**config.mk**
```make
export PLATFORM = sky130hd
export DESIGN_NAME = bcd6_to_bin_flat
export DESIGN_NICKNAME = d
export VERILOG_FILES = /design/src/rtl/bcd6_to_bin_pkg.sv /design/src/rtl/bcd6_to_bin_if.sv /design/src/rtl/bcd6_to_bin_mac10.sv /design/src/rtl/bcd6_to_bin.sv /design/src/flat_wrapper.sv
export SDC_FILE = /design/constraint.sdc
export NUM_CORES = 1
export LEC_CHECK = 0
export BUFFER_PORTS_ARGS = -buffer_cell sky130_fd_sc_hd__buf_2
export CORE_MARGIN = 2
export CORE_UTILIZATION = 45
export DETAILED_ROUTE_END_ITERATION = 8
export HOLD_SLACK_MARGIN = 0.05
export PLACE_DENSITY = 0.62
export SYNTH_ARGS = -nofsm -noshare
export SYNTH_HDL_FRONTEND = slang
export SYNTH_SLANG_ARGS = --single-unit
```
**constraint.sdc**
```tcl
create_clock -name CLK -period 5.51 [get_ports CLK]
set_clock_uncertainty 0.15 [all_clocks]
set_input_delay 1.3775 -clock CLK [delete_from_list [all_inputs] [get_ports CLK]]
set_output_delay 1.3775 -clock CLK [all_outputs]
set_load 0.02 [all_outputs]
```
**src/rtl/bcd6_to_bin_pkg.sv**
```systemverilog
// Shared types, default sizes and digit helper for the BCD-to-binary decoder.
package bcd6_to_bin_pkg;

   // Conversion sequencer states
   typedef enum logic [1:0] {
      IDLE = 2'd0,
      CONV = 2'd1,
      DONE = 2'd2
   } convState_t;

   localparam int DIGITS_DEF = 6;
   localparam int BIN_W_DEF  = 20;

   // Widest packed BCD word the digit helper can index into
   localparam int MAX_DIGITS = 16;
   localparam int MAX_WORD_W = 4 * MAX_DIGITS;

   // Returns BCD digit k of a packed word; digit 0 sits in bits [3:0]
   function automatic logic [3:0] digit_at(input logic [MAX_WORD_W-1:0] word, input int k);
      return word[4*k +: 4];
   endfunction

endpackage

```
**src/rtl/bcd6_to_bin_if.sv**
```systemverilog
// Valid/ready bus between a BCD source, the decoder and the binary consumer.
interface bcd6_to_bin_if #(
   parameter int DIGITS = 6,
   parameter int BIN_W  = 20
);
   logic                  IN_VALID;
   logic                  IN_READY;
   logic [4*DIGITS-1:0]   BCD_IN;
   logic                  OUT_VALID;
   logic                  OUT_READY;
   logic [BIN_W-1:0]      BIN_OUT;
   logic                  ERR;

   // Source/consumer side: offers words, accepts results
   modport master (
      output IN_VALID, BCD_IN, OUT_READY,
      input  IN_READY, OUT_VALID, BIN_OUT, ERR
   );

   // Decoder side
   modport slave (
      input  IN_VALID, BCD_IN, OUT_READY,
      output IN_READY, OUT_VALID, BIN_OUT, ERR
   );
endinterface

```
**src/rtl/bcd6_to_bin_mac10.sv**
```systemverilog
// Multiply-by-ten-and-add step shared by every digit of a conversion.
module bcd_mac10 #(
   parameter int BIN_W = 20
) (
   input  logic [BIN_W-1:0] i_acc,
   input  logic [3:0]       i_digit,
   output logic [BIN_W-1:0] o_accNext,
   output logic             o_digitBad
);

   logic [BIN_W-1:0] w_acc8;
   logic [BIN_W-1:0] w_acc2;

   // acc*10 built from two shifts so no multiplier is inferred
   always_comb begin
      w_acc8     = i_acc << 3;
      w_acc2     = i_acc << 1;
      o_accNext  = w_acc8 + w_acc2 + BIN_W'(i_digit);
      o_digitBad = (i_digit > 4'd9);
   end

endmodule

```
**src/rtl/bcd6_to_bin.sv**
```systemverilog
// Sequential packed-BCD to binary decoder, one digit per cycle, MSD first.
module bcd6_to_bin
   import bcd6_to_bin_pkg::*;
#(
   parameter int DIGITS = DIGITS_DEF,
   parameter int BIN_W  = BIN_W_DEF
) (
   input  logic            CLK,
   input  logic            CLR_N,
   bcd6_to_bin_if.slave    bus
);

   localparam int IDX_W  = (DIGITS > 1) ? $clog2(DIGITS) : 1;
   localparam int WORD_W = 4 * DIGITS;

   convState_t             r_state;
   convState_t             w_stateNext;

   logic [WORD_W-1:0]      r_word;
   logic [BIN_W-1:0]       r_acc;
   logic [IDX_W-1:0]       r_idx;
   logic                   r_errFlag;

   logic                   r_inReady;
   logic                   r_outValid;
   logic [BIN_W-1:0]       r_binOut;
   logic                   r_errOut;

   logic                   w_inReadyNext;
   logic                   w_outValidNext;
   logic [BIN_W-1:0]       w_binNext;
   logic                   w_errNext;

   logic                   w_inFire;
   logic                   w_outFire;
   logic                   w_lastDigit;
   logic [MAX_WORD_W-1:0]  w_wordExt;
   logic [3:0]             w_digit;
   logic [BIN_W-1:0]       w_accNext;
   logic                   w_digitBad;
   logic                   w_errAll;

   assign w_inFire    = (r_state == IDLE) && bus.IN_VALID;
   assign w_outFire   = (r_state == DONE) && bus.OUT_READY;
   assign w_lastDigit = (r_idx == '0);
   assign w_wordExt   = MAX_WORD_W'(r_word);
   assign w_digit     = digit_at(w_wordExt, int'(r_idx));
   assign w_errAll    = r_errFlag | w_digitBad;

   bcd_mac10 #(
      .BIN_W      (BIN_W)
   ) u_mac10 (
      .i_acc      (r_acc),
      .i_digit    (w_digit),
      .o_accNext  (w_accNext),
      .o_digitBad (w_digitBad)
   );

   // State register; reset abandons any conversion in flight
   always_ff @(posedge CLK) begin
      if (!CLR_N) r_state <= IDLE;
      else        r_state <= w_stateNext;
   end

   // Next-state: accept a word, walk DIGITS digits, then wait for the consumer
   always_comb begin
      w_stateNext = r_state;
      unique case (r_state)
         IDLE:    if (w_inFire)    w_stateNext = CONV;
         CONV:    if (w_lastDigit) w_stateNext = DONE;
         DONE:    if (w_outFire)   w_stateNext = IDLE;
         default:                  w_stateNext = IDLE;
      endcase
   end

   // Next values of the registered handshake and result outputs
   always_comb begin
      w_inReadyNext  = r_inReady;
      w_outValidNext = r_outValid;
      w_binNext      = r_binOut;
      w_errNext      = r_errOut;
      unique case (r_state)
         IDLE: begin
            if (w_inFire) w_inReadyNext = 1'b0;
         end
         CONV: begin
            if (w_lastDigit) begin
               w_outValidNext = 1'b1;
               w_binNext      = w_errAll ? '0 : w_accNext;
               w_errNext      = w_errAll;
            end
         end
         DONE: begin
            if (w_outFire) begin
               w_outValidNext = 1'b0;
               w_inReadyNext  = 1'b1;
            end
         end
         default: begin
            w_inReadyNext  = 1'b1;
            w_outValidNext = 1'b0;
         end
      endcase
   end

   // Output registers so nothing reaches the bus combinationally from inputs
   always_ff @(posedge CLK) begin
      if (!CLR_N) begin
         r_inReady  <= 1'b1;
         r_outValid <= 1'b0;
         r_binOut   <= '0;
         r_errOut   <= 1'b0;
      end else begin
         r_inReady  <= w_inReadyNext;
         r_outValid <= w_outValidNext;
         r_binOut   <= w_binNext;
         r_errOut   <= w_errNext;
      end
   end

   // Capture the word on transfer, then accumulate one digit per CONV cycle
   always_ff @(posedge CLK) begin
      if (!CLR_N) begin
         r_word    <= '0;
         r_acc     <= '0;
         r_idx     <= '0;
         r_errFlag <= 1'b0;
      end else if (w_inFire) begin
         r_word    <= bus.BCD_IN;
         r_acc     <= '0;
         r_idx     <= IDX_W'(DIGITS - 1);
         r_errFlag <= 1'b0;
      end else if (r_state == CONV) begin
         r_acc     <= w_accNext;
         r_errFlag <= w_errAll;
         if (!w_lastDigit) r_idx <= r_idx - IDX_W'(1);
      end
   end

   assign bus.IN_READY  = r_inReady;
   assign bus.OUT_VALID = r_outValid;
   assign bus.BIN_OUT   = r_binOut;
   assign bus.ERR       = r_errOut;

endmodule

```
**src/flat_wrapper.sv**
```systemverilog
// flat-port wrapper written by rule: the top's interface ports become plain ports
module bcd6_to_bin_flat import bcd6_to_bin_pkg::*;
#(
   parameter int DIGITS = DIGITS_DEF,
   parameter int BIN_W  = BIN_W_DEF
)
  (CLK, CLR_N, bus_IN_VALID, bus_BCD_IN, bus_OUT_READY, bus_IN_READY, bus_OUT_VALID, bus_BIN_OUT, bus_ERR);
  bcd6_to_bin_if #(.DIGITS(DIGITS), .BIN_W(BIN_W)) bus_i ();
  input  logic CLK;
  input  logic CLR_N;
  input wire logic [$bits(bus_i.IN_VALID)-1:0] bus_IN_VALID;
  input wire logic [$bits(bus_i.BCD_IN)-1:0] bus_BCD_IN;
  input wire logic [$bits(bus_i.OUT_READY)-1:0] bus_OUT_READY;
  output wire logic [$bits(bus_i.IN_READY)-1:0] bus_IN_READY;
  output wire logic [$bits(bus_i.OUT_VALID)-1:0] bus_OUT_VALID;
  output wire logic [$bits(bus_i.BIN_OUT)-1:0] bus_BIN_OUT;
  output wire logic [$bits(bus_i.ERR)-1:0] bus_ERR;
  assign bus_i.IN_VALID = bus_IN_VALID;
  assign bus_i.BCD_IN = bus_BCD_IN;
  assign bus_i.OUT_READY = bus_OUT_READY;
  assign bus_IN_READY = bus_i.IN_READY;
  assign bus_OUT_VALID = bus_i.OUT_VALID;
  assign bus_BIN_OUT = bus_i.BIN_OUT;
  assign bus_ERR = bus_i.ERR;
  bcd6_to_bin #(.DIGITS(DIGITS), .BIN_W(BIN_W)) u_core (.CLK(CLK), .CLR_N(CLR_N), .bus(bus_i));
endmodule
```
* Word-level counts from Yosys, hierarchy flattened *
Index checks and enable logic that the tools add are counted.
Widths: inputs -> output; s select.

word-level totals
  flip-flop bits (word level) = 72
  input bits = 28
  output and inout bits = 23

cells by class
  $add $sub $neg = 3
  magnitude comparators = 1
  eq/ne operators = 6
  shifts and indexed selects = 1
  muxes and demuxes = 14
  bitwise operators = 5
  reductions and logical operators = 12

operators with widths
  operator             number
  $shiftx 64x6->4      1
  $add 20x20->20       1
  $add 20x4->20        1
  $mux 20              1
  $mux 3               3
  $reduce_and 3->1     3
  $ne 2x1->1 const B   4
  $mux 2               3
  $pmux 1 s3           2
  $pmux 2 s3           1
  $reduce_and 2->1     3
  $gt 4x4->1 const B   1
  $mux 1               4
  $not 1->1            4
  $logic_not 3->1      1
  $sub 3x1->3 const B  1
  $eq 2x1->1 const B   1
  $eq 2x2->1 const B   1
  $logic_and 1x1->1    2
  $logic_not 2->1      1
  $reduce_bool 2->1    1
  $reduce_or 2->1      1
  $or 1x1->1           1

* Longest topological paths before layout *
  depth after elaboration = 4
  mapped depth = 14
  depth with buffers taken out = 13

* Cells and area by module *
Synthesis repeated with hierarchy kept, for this count alone.

unflattened totals
  cell total of the unflattened synthesis = 444
  area, all modules = 4066.4 sq um

by module, submodules not included
  module       times used  cells each  area an instance (sq um)  seq. area each (sq um)
  bcd6_to_bin  1           311         2945.3                    1461.4
  bcd_mac10    1           133         1121.1                    0.0

* Least setup slack after synthesis *
OpenSTA, ideal clock, no wires.

  path type = flip-flop to flip-flop
  start = reg u_core.r_idx[0]
  end = reg u_core.r_binOut[16] (netlist: u_core.bus.BIN_OUT[16])
  arrival = 3.145 ns
  required time = 5.243 ns
  path slack = 2.099 ns
  stages on the path, launching flop included = 12
  period minus slack after synthesis = 3.411 ns
  cell sequence = dfxtp_1 buf_6 mux4_2 a21oi_1 fa_1 fa_1 nor2b_1 o211ai_1 a211oi_1 o22ai_1 xnor2_1 a22o_1

on the way
  longest elaborated chain between the ends = 4
  elaborated cells on any way between the ends = 7
  classes of those cells = add/sub (1); order compare (1); shift (1); mux (1); bitwise (1); reduce/logical (2)

ends and longest elaborated chain
  item                                                                   RTL line            source
  start, declared                                                        bcd6_to_bin.sv:21   logic [IDX_W-1:0] r_idx;
  start signal, assigned                                                 bcd6_to_bin.sv:131  r_idx <= IDX_W'(DIGITS - 1);
  start signal, assigned                                                 bcd6_to_bin.sv:136  if (!w_lastDigit) r_idx <= r_idx - IDX_W'(1);
  parallel branches: the longest is 4 deep, another holds $add 20x4->20  -
  end signal, assigned                                                   bcd6_to_bin.sv:116  r_binOut <= w_binNext;
  end, declared                                                          bcd6_to_bin.sv:26   logic [BIN_W-1:0] r_binOut;

Parallel ways; which one is timed is not known.
A chain may end at the register's enable or synchronous reset.

* Final worst setup path *
Same ends and word-level chain as after synthesis.

==> impl_metrics.ini <==
[outcome]
status = completed

[yosys]
ys_seq_elements = 72
synth_warnings = 0
ys_types = 46
synth_area_leader_cell = dfxtp_1
synth_area_leaders = dfxtp_1 38%, ha_1 12%, nand2_1 9.4%
synth_enable_flop_cells = 0
avgSynthCellArea_sq_um = 8.36
synthesis.nets = 523
async_flop_share_pct = 0
syn_inst = 457
ys.flop_type = dfxtp_1
yosysSeqAreaShare_pct = 37.7
syn_area_sq_um = 3820
yosys.area.top_type_share_pct = 37.7
synth.most_common_cell = nand2_1
ys_top_cells_by_count = 96 x nand2_1, 72 x dfxtp_1, 58 x a21oi_1, 36 x ha_1, 29 x nor2_1

[finish]
drive_gt1_share_pct = 15.4
nNetsFinal = 568
finish.utilization_pct = 52.6
areaGrowthSynthToFinish_pct = 13.1
diodes = 0

[worst_setup_path]
path_cells = mux4_2, a21oi_1, fa_1, fa_1, nor2b_1, o211ai_1, a211oi_1, o22ai_1, xnor2_1, a22o_1
ff2ff_setup_slack_ns = 1.59
path_common_cell = fa_1
critPathSlowestCell = dfxtp_1
r2r_end = u_core.bus.BIN_OUT[16]$_SDFFE_PN0P_
reg2reg_depth = 10
required_ns = 5.61
path_max_fanout = 11
critical_path_class = flop to flop
endpoint_kind = flop
reg2reg_from = u_core.r_idx[0]$_SDFFE_PN0P_
cp.arrival_ns = 4.02
slowest_delay_ns = 0.68
cp-start-kind = flop

[global_route]
grt_max_degree = 40
grt_busiest_layer = met2
met3_usage_pct = 4.70
antenna_found_initial = 0
grt_pass1_wl_microns = 14500
grt_pass1_vias = 3037
track_usage_pct = 20.3
use_met2_pct = 32.6
globalRouteMet1Util_pct = 27.4
grt-ovfl-total = 0

[route]
vias_per_cell = 5.36
wl_per_cell_microns = 14.2
via_count = 3281
detail-route-antenna-nets = 0
drc_errors = 0
drt-initial-drc-count = 134
first_pass_iters = 4
wl_microns = 8670

[power]
p_leak_uw = 0.00194
peakVddDrop_uv = 143
powerDensity_nw_per_um2 = 264

[die]
fp.dieH_microns = 96.1
initial_core_util_pct = 46.5
io_pins = 51
fp.dieW_microns = 96.1
core_area_sq_um = 8220
fp-row-count = 33
die-area_sq_um = 9240

[timing]
max_freq_ghz = 0.255
fin_crit_sh_pct = 71.1
slew_headroom_pct = 47.4
setup_viol = 0
rsz0062_at_grt = no
period_needed_ns = 3.92
setup_tns_ns = 0
worstMarginPinSlew_ns = 0.787
slew_viol_final = 0
hold_viol_final = 0

[clocking]
cts.path.max_buffers = 2
cts.sinks = 72
numCtsBuffers = 9
ctsHoldBuffers = 0
postCtsSetupBuffers = 0
htree_levels = 3
cts_tree = built
clk_pin_slew_ns = 0.08
cts-root-buf = clkbuf_8
clk_latency_ns = 0.35
ctsResizeCount = 0

[placed_design]
place.gp.congestion = 0.812
dp_hpwl_microns = 6430
io_buffers = 50

[worst_hold_path]
hold_start = u_core.bus.BIN_OUT[18]$_SDFFE_PN0P_
hp-class = flop to flop
holdPathStages = 2
holdPathEnd = u_core.bus.BIN_OUT[18]$_SDFFE_PN0P_

[flow_run]
max-cap-violations = 0
placed cells by master, fill, tap and decap left out, drive strengths merged, types with 5 or more instances in the layout:
master / netlist / final
a211oi: 7 / 7
a21o: 7 / 7
a21oi: 58 / 58
a22oi: 10 / 10
and2: 6 / 6
buf: 4 / 54
clkbuf: 16 / 9
dfxtp: 72 / 72
ha: 36 / 36
inv: 12 / 13
mux2i: 5 / 5
nand2: 96 / 96
nand3: 7 / 7
nor2: 29 / 29
nor3: 5 / 5
o21ai: 17 / 17
o22ai: 6 / 6
xnor2: 10 / 10
flip-flops by register name, indices dropped and copies added, names as in the netlist:
signal	flops
u_core.r_word	24
u_core.bus.BIN_OUT	20
u_core.r_acc	19
u_core.r_idx	3
u_core.r_state	2
u_core.bus.ERR	1
u_core.bus.IN_READY	1
u_core.bus.OUT_VALID	1
u_core.r_errFlag	1
through the flow:
| stage | std cells | hold slack, ns | power [uW] | worst slack [ns] | cell area (sq um) |
|---|---|---|---|---|---|
| 2_1_floorplan | 457 | 0.280 | 722 | 2.10 | 3820 |
| 4_1_cts | 612 | 0.295 | 1150 | 1.54 | 4320 |
| 3_5_place_dp | 596 | 0.284 | 777 | 1.55 | 4150 |
| 6_report | 612 | 0.290 | 1140 | 1.59 | 4320 |
| 5_1_grt | 612 | 0.316 | 1200 | 1.24 | 4320 |
| 3_3_place_gp | 596 | 0.275 | 775 | 1.66 | 4150 |
where the power goes:
part,switching (uW),leakage [uW],internal [uW]
clock,212,0.0000854,163
combinational,120,0.00127,72.1
sequential,25.3,0.000586,547
total,357,0.00194,783
cell families (layout without fill, tap and decap cells):
group,count (synthesis),after routing,synth area share [%]
buffers and inverters,32,82,3.37
XOR/XNOR,14,14,3.21
adder cells (fa/ha/maj),38,38,12.8
multiplexers,9,9,3.67
AND/OR/NAND/NOR,162,162,18.2
AO/OA/AOI/OAI,130,130,21.0
flip-flops,72,72,37.7
how the worst max path moves through the flow:
| stage | cells after the start | end | from |
|---|---|---|---|
| 6_report | 10 | u_core.bus.BIN_OUT[16]$_SDFFE_PN0P_ | u_core.r_idx[0]$_SDFFE_PN0P_ |
| 3_3_place_gp | 10 | u_core.bus.BIN_OUT[16]$_SDFFE_PN0P_ | u_core.r_idx[0]$_SDFFE_PN0P_ |
| 5_1_grt | 10 | u_core.r_acc[12]$_SDFFE_PP0P_ | u_core.r_idx[0]$_SDFFE_PN0P_ |
| 3_5_place_dp | 10 | u_core.bus.BIN_OUT[16]$_SDFFE_PN0P_ | u_core.r_idx[0]$_SDFFE_PN0P_ |
| 2_1_floorplan | 11 | u_core.bus.BIN_OUT[16]$_SDFFE_PN0P_ | u_core.r_idx[0]$_SDFFE_PN0P_ |
| 4_1_cts | 10 | u_core.bus.BIN_OUT[16]$_SDFFE_PN0P_ | u_core.r_idx[0]$_SDFFE_PN0P_ |
routing by layer:
layer	vias to the layer above	share of wire [%]
met5	-	0
met4	0	0.92
met3	7	4.0
met2	56	45
met1	1518	50
li1	1700	-
cell type report:
type                            instances  area, sq um
Tap cell                              105          131
Inverter                               12         45.0
Sequential cell                        72         1440
Fill cell                             813         3900
Clock inverter                          7         47.5
Multi-Input combinational cell        353         2250
Timing Repair Buffer                   54          280
Clock buffer                            9          124
worst max-delay path, delay by kind of cell (launching register included):
| family | cells | cell delay [ns] |
|---|---|---|
| AO/OA/AOI/OAI | 5 | 1.07 |
| adder cells (fa/ha/maj) | 2 | 0.96 |
| flip-flops | 1 | 0.68 |
| multiplexers | 1 | 0.61 |
| AND/OR/NAND/NOR | 1 | 0.18 |
| XOR/XNOR | 1 | 0.16 |
No activity file was read; power rests on OpenSTA's default activity.
